### src/rtl/jam_cost_arb_pkg.sv
// Shared constants and state encoding for the cost-table arbiter.
//   N_REQ    : default number of requesters
//   LOCK_MAX : maximum consecutive grants under one lock
//   IDX_W    : worker/job index width
//   COST_W   : cost table data width
package jam_pkg;
  localparam int N_REQ    = 4;
  localparam int LOCK_MAX = 8;
  localparam int IDX_W    = 3;
  localparam int COST_W   = 7;

  typedef enum logic {
    OPEN   = 1'b0,
    LOCKED = 1'b1
  } arb_state_e;
endpackage

### src/rtl/jam_cost_arb_if.sv
// Requester / cost-table bus of jam_cost_arb.
//   req, lock      : per-requester request and burst-hold
//   req_w, req_j   : packed 3-bit worker / job indices, requester i at [3i+2:3i]
//   gnt            : one-hot combinational accept
//   W, J           : registered indices to the cost table
//   Cost           : table data for the current W/J
//   rsp_valid/data : registered one-hot response and its cost
// master = requesters plus table, slave = arbiter.
interface jam_cost_arb_if #(parameter int N_REQ = jam_pkg::N_REQ);
  import jam_pkg::*;

  logic [N_REQ-1:0]       req;
  logic [N_REQ-1:0]       lock;
  logic [IDX_W*N_REQ-1:0] req_w;
  logic [IDX_W*N_REQ-1:0] req_j;
  logic [N_REQ-1:0]       gnt;
  logic [IDX_W-1:0]       W;
  logic [IDX_W-1:0]       J;
  logic [COST_W-1:0]      Cost;
  logic [N_REQ-1:0]       rsp_valid;
  logic [COST_W-1:0]      rsp_data;

  modport master (output req, lock, req_w, req_j, Cost,
                  input  gnt, W, J, rsp_valid, rsp_data);
  modport slave  (input  req, lock, req_w, req_j, Cost,
                  output gnt, W, J, rsp_valid, rsp_data);
endinterface

### src/rtl/jam_cost_arb_rr_pick.sv
// Rotating priority encoder: first set bit of req_i at or after ptr_i,
// wrapping from N-1 to 0.
//   req_i : request vector      ptr_i : search start index
//   gnt_o : one-hot winner      idx_o : winner index      any_o : a winner exists
module rr_pick #(
  parameter int N  = 4,
  parameter int PW = 2
) (
  input  logic [N-1:0]  req_i,
  input  logic [PW-1:0] ptr_i,
  output logic [N-1:0]  gnt_o,
  output logic [PW-1:0] idx_o,
  output logic          any_o
);
  logic [PW-1:0] c;

  always_comb begin
    gnt_o = '0;
    idx_o = '0;
    any_o = 1'b0;
    c     = '0;
    for (int unsigned k = 0; k < N; k++) begin
      c = PW'((32'(ptr_i) + k) % N);
      if (!any_o && req_i[c]) begin
        any_o    = 1'b1;
        idx_o    = c;
        gnt_o[c] = 1'b1;
      end
    end
  end
endmodule

### src/rtl/jam_cost_arb.sv
// Arbiter sharing one cost-table read port among N_REQ requesters.
// Round-robin when OPEN; a grant with lock held keeps the port for up to
// LOCK_MAX consecutive grants. Two-stage pipeline: indices are registered
// the cycle after a transfer, response one cycle later.
//   CLK, RST : clock, synchronous active-high reset
//   bus      : slave side of jam_cost_arb_if
module jam_cost_arb #(
  parameter int N_REQ    = jam_pkg::N_REQ,
  parameter int LOCK_MAX = jam_pkg::LOCK_MAX
) (
  input  logic           CLK,
  input  logic           RST,
  jam_cost_arb_if.slave  bus
);
  import jam_pkg::*;

  localparam int PW = (N_REQ > 1) ? $clog2(N_REQ) : 1;

  arb_state_e        state_q;
  logic [PW-1:0]     ptr_q;
  logic [PW-1:0]     owner_l_q;
  logic [2:0]        lock_cnt_q;
  logic              issue_q;
  logic [PW-1:0]     owner_q;
  logic [IDX_W-1:0]  W_q, J_q;
  logic [N_REQ-1:0]  rsp_valid_q;
  logic [COST_W-1:0] rsp_data_q;

  logic [N_REQ-1:0]  rr_gnt;
  logic [PW-1:0]     rr_idx;
  logic              rr_any;
  logic              hold;
  logic              gnt_any;
  logic [PW-1:0]     gnt_idx;
  logic [IDX_W-1:0]  sel_w, sel_j;

  rr_pick #(.N(N_REQ), .PW(PW)) u_rr_pick (
    .req_i (bus.req),
    .ptr_i (ptr_q),
    .gnt_o (rr_gnt),
    .idx_o (rr_idx),
    .any_o (rr_any)
  );

  // A lock only holds while its owner keeps both req and lock asserted;
  // otherwise this same cycle falls back to round-robin.
  always_comb begin
    hold    = (state_q == LOCKED) && bus.req[owner_l_q] && bus.lock[owner_l_q];
    gnt_idx = hold ? owner_l_q : rr_idx;
    gnt_any = !RST && (hold || rr_any);
    bus.gnt = '0;
    if (gnt_any) bus.gnt = hold ? (N_REQ'(1) << owner_l_q) : rr_gnt;
    sel_w = '0;
    sel_j = '0;
    for (int unsigned i = 0; i < N_REQ; i++) begin
      if (gnt_idx == PW'(i)) begin
        sel_w = bus.req_w[i*IDX_W +: IDX_W];
        sel_j = bus.req_j[i*IDX_W +: IDX_W];
      end
    end
  end

  always_ff @(posedge CLK) begin
    if (RST) begin
      state_q     <= OPEN;
      ptr_q       <= '0;
      owner_l_q   <= '0;
      lock_cnt_q  <= '0;
      issue_q     <= 1'b0;
      owner_q     <= '0;
      W_q         <= '0;
      J_q         <= '0;
      rsp_valid_q <= '0;
      rsp_data_q  <= '0;
    end else begin
      issue_q     <= gnt_any;
      owner_q     <= gnt_idx;
      W_q         <= gnt_any ? sel_w : '0;
      J_q         <= gnt_any ? sel_j : '0;
      rsp_valid_q <= issue_q ? (N_REQ'(1) << owner_q) : '0;
      if (issue_q) rsp_data_q <= bus.Cost;

      if (gnt_any) begin
        if (hold) begin
          // Counter holds 1..LOCK_MAX-1; the LOCK_MAX-th grant releases the
          // lock instead of storing LOCK_MAX, so 3 bits suffice for 8.
          if (lock_cnt_q == 3'(LOCK_MAX - 1)) begin
            state_q    <= OPEN;
            lock_cnt_q <= '0;
            ptr_q      <= (owner_l_q == PW'(N_REQ - 1)) ? '0 : owner_l_q + 1'b1;
          end else begin
            lock_cnt_q <= lock_cnt_q + 3'd1;
          end
        end else begin
          ptr_q <= (rr_idx == PW'(N_REQ - 1)) ? '0 : rr_idx + 1'b1;
          if (bus.lock[rr_idx]) begin
            state_q    <= LOCKED;
            lock_cnt_q <= 3'd1;
            owner_l_q  <= rr_idx;
          end else begin
            state_q    <= OPEN;
            lock_cnt_q <= '0;
          end
        end
      end else begin
        state_q    <= OPEN;
        lock_cnt_q <= '0;
      end
    end
  end

  assign bus.W         = W_q;
  assign bus.J         = J_q;
  assign bus.rsp_valid = rsp_valid_q;
  assign bus.rsp_data  = rsp_data_q;
endmodule

### src/flat_wrapper.sv
// flat-port wrapper written by rule: the top's interface ports become plain ports
module jam_cost_arb_flat import jam_pkg::*;
#(
  parameter int N_REQ    = jam_pkg::N_REQ,
  parameter int LOCK_MAX = jam_pkg::LOCK_MAX
)
  (CLK, RST, bus_req, bus_lock, bus_req_w, bus_req_j, bus_Cost, bus_gnt, bus_W, bus_J, bus_rsp_valid, bus_rsp_data);
  jam_cost_arb_if #(.N_REQ(N_REQ)) bus_i ();
  input  logic CLK;
  input  logic RST;
  input wire logic [$bits(bus_i.req)-1:0] bus_req;
  input wire logic [$bits(bus_i.lock)-1:0] bus_lock;
  input wire logic [$bits(bus_i.req_w)-1:0] bus_req_w;
  input wire logic [$bits(bus_i.req_j)-1:0] bus_req_j;
  input wire logic [$bits(bus_i.Cost)-1:0] bus_Cost;
  output wire logic [$bits(bus_i.gnt)-1:0] bus_gnt;
  output wire logic [$bits(bus_i.W)-1:0] bus_W;
  output wire logic [$bits(bus_i.J)-1:0] bus_J;
  output wire logic [$bits(bus_i.rsp_valid)-1:0] bus_rsp_valid;
  output wire logic [$bits(bus_i.rsp_data)-1:0] bus_rsp_data;
  assign bus_i.req = bus_req;
  assign bus_i.lock = bus_lock;
  assign bus_i.req_w = bus_req_w;
  assign bus_i.req_j = bus_req_j;
  assign bus_i.Cost = bus_Cost;
  assign bus_gnt = bus_i.gnt;
  assign bus_W = bus_i.W;
  assign bus_J = bus_i.J;
  assign bus_rsp_valid = bus_i.rsp_valid;
  assign bus_rsp_data = bus_i.rsp_data;
  jam_cost_arb #(.N_REQ(N_REQ), .LOCK_MAX(LOCK_MAX)) u_core (.CLK(CLK), .RST(RST), .bus(bus_i));
endmodule
### config.mk
export PLATFORM = sky130hd
export DESIGN_NAME = jam_cost_arb_flat
export DESIGN_NICKNAME = d
export VERILOG_FILES = /design/src/rtl/jam_cost_arb_pkg.sv /design/src/rtl/jam_cost_arb_if.sv /design/src/rtl/jam_cost_arb_rr_pick.sv /design/src/rtl/jam_cost_arb.sv /design/src/flat_wrapper.sv
export SDC_FILE = /design/constraint.sdc
export NUM_CORES = 1
export LEC_CHECK = 0
export BUFFER_PORTS_ARGS = -buffer_cell sky130_fd_sc_hd__clkbuf_2
export CAP_MARGIN = 25
export CORE_AREA = 2 2 48 83
export CTS_BUF_LIST = sky130_fd_sc_hd__clkbuf_8 sky130_fd_sc_hd__clkbuf_16
export DETAILED_ROUTE_END_ITERATION = 16
export DIE_AREA = 0 0 50 85
export GPL_TIMING_DRIVEN = 0
export PLACE_DENSITY = 0.82
export SYNTH_ARGS = -nofsm -noshare
export SYNTH_HDL_FRONTEND = slang
export SYNTH_SLANG_ARGS = --single-unit
### constraint.sdc
create_clock -name CLK -period 5.3 [get_ports CLK]
set_input_delay 0.265 -clock CLK [delete_from_list [all_inputs] [get_ports CLK]]
set_output_delay 0.265 -clock CLK [all_outputs]
set_load 0.02 [all_outputs]
Word level (Yosys, flattened, before mapping)
Cells that the tools add are included.
{"block": "classes", "n_reduce_logical": 20, "shift": 2, "magnitude_cmp": 10, "eq_ne": 7, "n_addsub": 6, "bitwise_logic": 6, "mux": 55}
{"op": "$mux 3", "count": 10}
{"op": "$mux 4", "count": 6}
{"op": "$mux 1", "count": 19}
{"op": "$lt 2x3->1 const B", "count": 6}
{"op": "$mux 2", "count": 9}
{"op": "$bmux 1 s2", "count": 7}
{"op": "$or 4x4->4", "count": 3}
{"op": "$logic_and 1x1->1", "count": 10}
{"op": "$demux 1 s2", "count": 4}
{"op": "$eq 2x2->1 const B", "count": 4}
{"op": "$ge 2x1->1 const B", "count": 4}
{"op": "$shl 1x2->4 const A", "count": 2}
{"op": "$add 2x1->2 const B", "count": 3}
{"op": "$add 2x2->2 const B", "count": 2}
{"op": "$logic_not 1->1", "count": 4}
{"op": "$reduce_or 2->1", "count": 2}
{"op": "$add 3x1->3 const B", "count": 1}
{"op": "$eq 3x3->1 const B", "count": 1}
{"op": "$not 1->1", "count": 3}
{"op": "$reduce_and 3->1", "count": 1}
{"op": "$eq 2x1->1 const B", "count": 1}
{"op": "$logic_not 2->1", "count": 1}
{"op": "$ne 2x2->1 const B", "count": 1}
{"op": "$reduce_and 2->1", "count": 1}
{"op": "$logic_or 1x1->1", "count": 1}
{"block": "word_totals", "ff_bits": 28, "elab_cells": 116}

Longest topological paths before layout
{"block": "depth", "ltp_word": 18, "mapped_depth": 11, "mapped_depth_nobuf": 9}

Modules after synthesis
From an unflattened synthesis, not the netlist that was laid out.
{"block": "hier_totals", "hier_cells": 203, "hier_area_um2": 1926.8}
{"mod": "jam_cost_arb", "area_each_um2": 1507.7, "cells_each": 158, "instances": 1, "seq_area_each_um2": 560.5}
{"mod": "rr_pick", "area_each_um2": 419.2, "cells_each": 45, "instances": 1, "seq_area_each_um2": 0.0}

Worst setup path before layout
Ideal clock, no wire load.
{"block": "synth_timing", "kind": "reg2reg", "from": "register (tool-made name)", "to": "register u_core.J_q[0], in the netlist u_core.bus.J[0]", "setup_slack_ns": 2.230, "path_stages_with_launch": 12, "arrival_time_ns": 2.955, "cell_sequence": "dfxtp_1 -> buf_4 -> inv_2 -> ha_1 -> buf_2 -> nor4_2 -> a31oi_1 -> o21a_1 -> o221a_4 -> a21oi_4 -> mux4_2 -> and2_1"}
{"item": "end signal, assigned", "line_no": "jam_cost_arb.sv:79", "source": "J_q <= gnt_any ? sel_j : '0;"}
{"item": "end, declared", "line_no": "jam_cost_arb.sv:25", "source": "logic [IDX_W-1:0] W_q, J_q;"}

==> impl_metrics.yaml <==
timing:
  fin_hold_ws_ns: 0.2239
  period_minus_slack_ns: 3.400
  finalClockSkew_ns: 0.005972
  worst_pin_slew_ns: 0.5935
  rsz0062_at_grt: "no"
  finalSetupViolations: 0
  setup_tns_ns: 0
  fmax_mhz: 294.1
  drv_slew: 0
  slew_headroom_pct: 60.44
  fin_crit_sh_pct: 64.15
  finalHoldViolCount: 0
power_and_ir_drop:
  p_seq_share_pct: 27.4
  p_per_area_nw_per_um2: 490.0
  p_switching_uw: 464.4
  ir_worst_vdd_mv: 0.2659
  leakage_nw: 1.046
  p_sw_share_pct: 41.41
  cell_internal_pwr_uw: 657.0
  clkPwrFrac_pct: 14.7
  comb_power_share_pct: 57.8
floorplanning:
  io_pins: 62
  core_area_um2: 3592
  die-area_um2: 4250
  rows: 29
  start_util_pct: 51.76
  chipWidth_um: 50
  die_h_um: 85
setup_path:
  reg2reg_slack_ns: 1.90
  timing_worst_setup_path_type: "reg2reg"
  arrival_ns: 3.57
  required_ns: 5.47
  worst_setup_path_end_kind: "flop"
  start_kind: "flop"
  cp_slowest_stage_delay_ns: 0.55
  worst-path-max-fanout: 10
  r2r_end: "u_core.bus.W[0]"
  r2r_cells: 11
  crit_slowest_cell: "mux4_2"
  path_cells: "buf_4 -> inv_2 -> ha_1 -> buf_2 -> nor4_2 -> a31oi_1 -> o21a_1 -> o221a_4 -> a21oi_4 -> mux4_2 -> and2_1"
placement:
  portBuffers: 60
  hpwl_mm: 3.700
  routabilityCongestion: 0.8128
yosys:
  syn_inst: 198
  ys_seq_area_share_pct: 30.15
  ys_ff_latch: 28
  netlist_area_um2: 1859
  ys_warn_count: 0
  syn-num-nets: 253
  synth.distinct_cells: 51
  synth_edf_count: 0
  avgSynthCellArea_um2: 9.390
  synthArstFlopShare_pct: 0
  ys.flop_type: "dfxtp_1"
min_path:
  hp-class: "in2reg"
  whs_endpoint: "u_core.bus.rsp_data[3]"
  whs_path_depth: 3
  min_from: "bus_Cost[3]"
detailed_routing:
  drt-vias-per-instance: 5.672
  drc_errors: 0
  finalWirelength_mm: 4.590
  drt_iter0_drc: 44
  wire_per_inst_um: 14.90
  wl_met2_mm: 2.758
  met3_length_um: 104
  ant_nets: 0
  firstDrtPassIters: 5
  highest_layer: "met4"
  met1Wirelength_mm: 1.589
  num_vias: 1747
clocking:
  clk_pin_slew_ns: 0.09
  clock_path_buffers: 2
  cts_resized: 0
  numClockSinks: 28
  root_buffer: "clkbuf_8"
  clock_insertion_delay_worst_skew_ns: 0.28
  hold_buffers: 0
  cts_tree: "yes"
  cts-buffers-inserted: 3
  post_cts_buffers: 0
  h-tree-depth: 1
global_routing:
  grt_usage_pct: 22.47
  grt_max_degree: 17
  grt_pass1_vias: 1724
  grt_pass1_wl_mm: 7.521
  grt_overflow: 0
  antenna_found_initial: 0
layout:
  area_growth_pct: 23.08
  n_antenna_cell: 0
  fin_nets: 318
  fillers: 338
  drive_gt1_share_pct: 33.59
flow_run:
  maxCapViolCount: 0
run_status:
  status: "finished, final reports clean"
## Yosys cell counts, drive strengths merged, types with 2 or more instances
| master | instances | share of area [%] |
|---|---|---|
| a21oi | 8 | 2.8 |
| a222oi | 4 | 2.2 |
| a31oi | 7 | 2.7 |
| and2 | 9 | 3.0 |
| and3 | 2 | 0.67 |
| buf | 6 | 2.1 |
| clkbuf | 4 | 0.81 |
| dfxtp | 28 | 30 |
| ha | 14 | 9.4 |
| inv | 7 | 1.4 |
| mux2 | 2 | 1.2 |
| mux2i | 11 | 5.9 |
| mux4 | 7 | 8.5 |
| nand2 | 19 | 3.8 |
| nand2b | 3 | 1.0 |
| nand3 | 5 | 1.3 |
| nor2 | 18 | 3.6 |
| nor2b | 2 | 0.67 |
| nor3 | 3 | 0.81 |
| nor4 | 2 | 1.0 |
| nor4bb | 2 | 1.1 |
| o211ai | 4 | 2.4 |
| o21a | 2 | 0.81 |
| o21ai | 10 | 2.7 |
| o221ai | 2 | 1.3 |
## worst max-delay path by stage
stage | start | endpoint | slack (ns) | cells after the start
floorplan | flop | u_core.bus.J[0] | 2.23 | 11
global placement | flop | u_core.bus.W[0] | 1.94 | 11
detailed placement | flop | u_core.bus.W[0] | 1.91 | 11
CTS | flop | u_core.bus.W[0] | 1.89 | 11
global route | u_core.ptr_q[1] | u_core.bus.J[1] | 1.68 | 10
finish | flop | u_core.bus.W[0] | 1.90 | 11
## registers in the layout, summed over array words and instances (netlist names), named ones only
name / cells
u_core.lock_cnt_q: 3
u_core.ptr_q: 1
u_core.state_q: 1
u_core.bus.W: 3
u_core.owner_l_q: 2
u_core.issue_q: 1
u_core.owner_q: 2
u_core.bus.rsp_valid: 4
u_core.bus.rsp_data: 7
u_core.bus.J: 3
## placed cells by master, fill, tap and decap left out, types with 2 or more instances in the layout
cell | Yosys | layout
dfxtp_1 | 28 | 28
ha_1 | 14 | 14
nor3_1 | 3 | 3
o21ai_1 | 4 | 4
and3_1 | 2 | 2
clkbuf_2 | 0 | 60
mux2i_1 | 11 | 11
inv_1 | 6 | 6
clkbuf_1 | 4 | 4
nand2_1 | 19 | 19
o211ai_1 | 3 | 3
mux4_2 | 7 | 7
a222oi_1 | 4 | 4
a21oi_1 | 7 | 7
o21ai_0 | 6 | 6
buf_2 | 4 | 4
nand3_1 | 5 | 5
a31oi_1 | 6 | 6
nor2b_1 | 2 | 2
o21a_1 | 2 | 2
clkbuf_8 | 0 | 3
and2_1 | 9 | 9
mux2_2 | 2 | 2
nor4bb_1 | 2 | 2
nor2_1 | 18 | 18
nand2b_1 | 3 | 3
## per-stage QoR
step / instances / utilization (%) / setup WS (ns) / total power, mW / cell area, µm²
after detailed placement: 304 / 61.72 / 1.911 / 0.9564 / 2217
final: 308 / 63.71 / 1.900 / 1.121 / 2288
after floorplan: 198 / - / 2.230 / 0.8117 / 1859
after global routing: 308 / 63.71 / 1.683 / 1.200 / 2288
after CTS: 308 / 63.71 / 1.894 / 1.123 / 2288
after global placement: 304 / 61.72 / 1.941 / 0.9386 / 2217
## kinds of logic (layout without fill, tap and decap cells)
logic type      after synthesis  in the layout  synth area share, %
mux                          20             20                15.61
simple gates                 69             69                18.91
buf+inv                      17             81                4.306
fa+ha+maj                    14             14                9.421
flops                        28             28                30.15
xor+xnor                      1              1               0.4711
compound gates               49             49                21.13
## power groups by stage
| stage | Sequential, mW | Combinational, mW | Clock (mW) |
|---|---|---|---|
| 3_3_place_gp | 0.308 | 0.630 | 0 |
| 4_1_cts | 0.308 | 0.649 | 0.166 |
| 5_1_grt | 0.313 | 0.715 | 0.172 |
| 2_1_floorplan | 0.329 | 0.483 | 0 |
| 6_report | 0.308 | 0.648 | 0.165 |
| 3_5_place_dp | 0.312 | 0.644 | 0 |
## final cells by class
| class | count | area [µm²] | share of cell area [%] |
|---|---|---|---|
| plain buffers | 10 | 53.80 | 2.351 |
| clock buffers | 3 | 41.29 | 1.804 |
| clock inverters | 1 | 30.03 | 1.312 |
| inverters | 7 | 26.28 | 1.148 |
| multi-input cells | 153 | 1219 | 53.25 |
| flip-flops and latches | 28 | 560.5 | 24.49 |
| well taps | 46 | 57.56 | 2.515 |
| repair buffers | 60 | 300.3 | 13.12 |
## per-layer routing
| layer | track usage [%] | vias up |
|---|---|---|
| met5 | 0 | - |
| met4 | 10.35 | 0 |
| met3 | 0.5282 | 11 |
| met2 | 46.53 | 49 |
| met1 | 21.25 | 825 |
| li1 | - | 862 |
## critical path, delay by kind of cell, from the launching register on
kind            cells  cell delay [ns]
buf+inv             3             0.54
flops               1             0.50
compound gates      4             0.89
mux                 1             0.55
simple gates        2             0.47
fa+ha+maj           1             0.34
(Power assumes the default switching activity.)
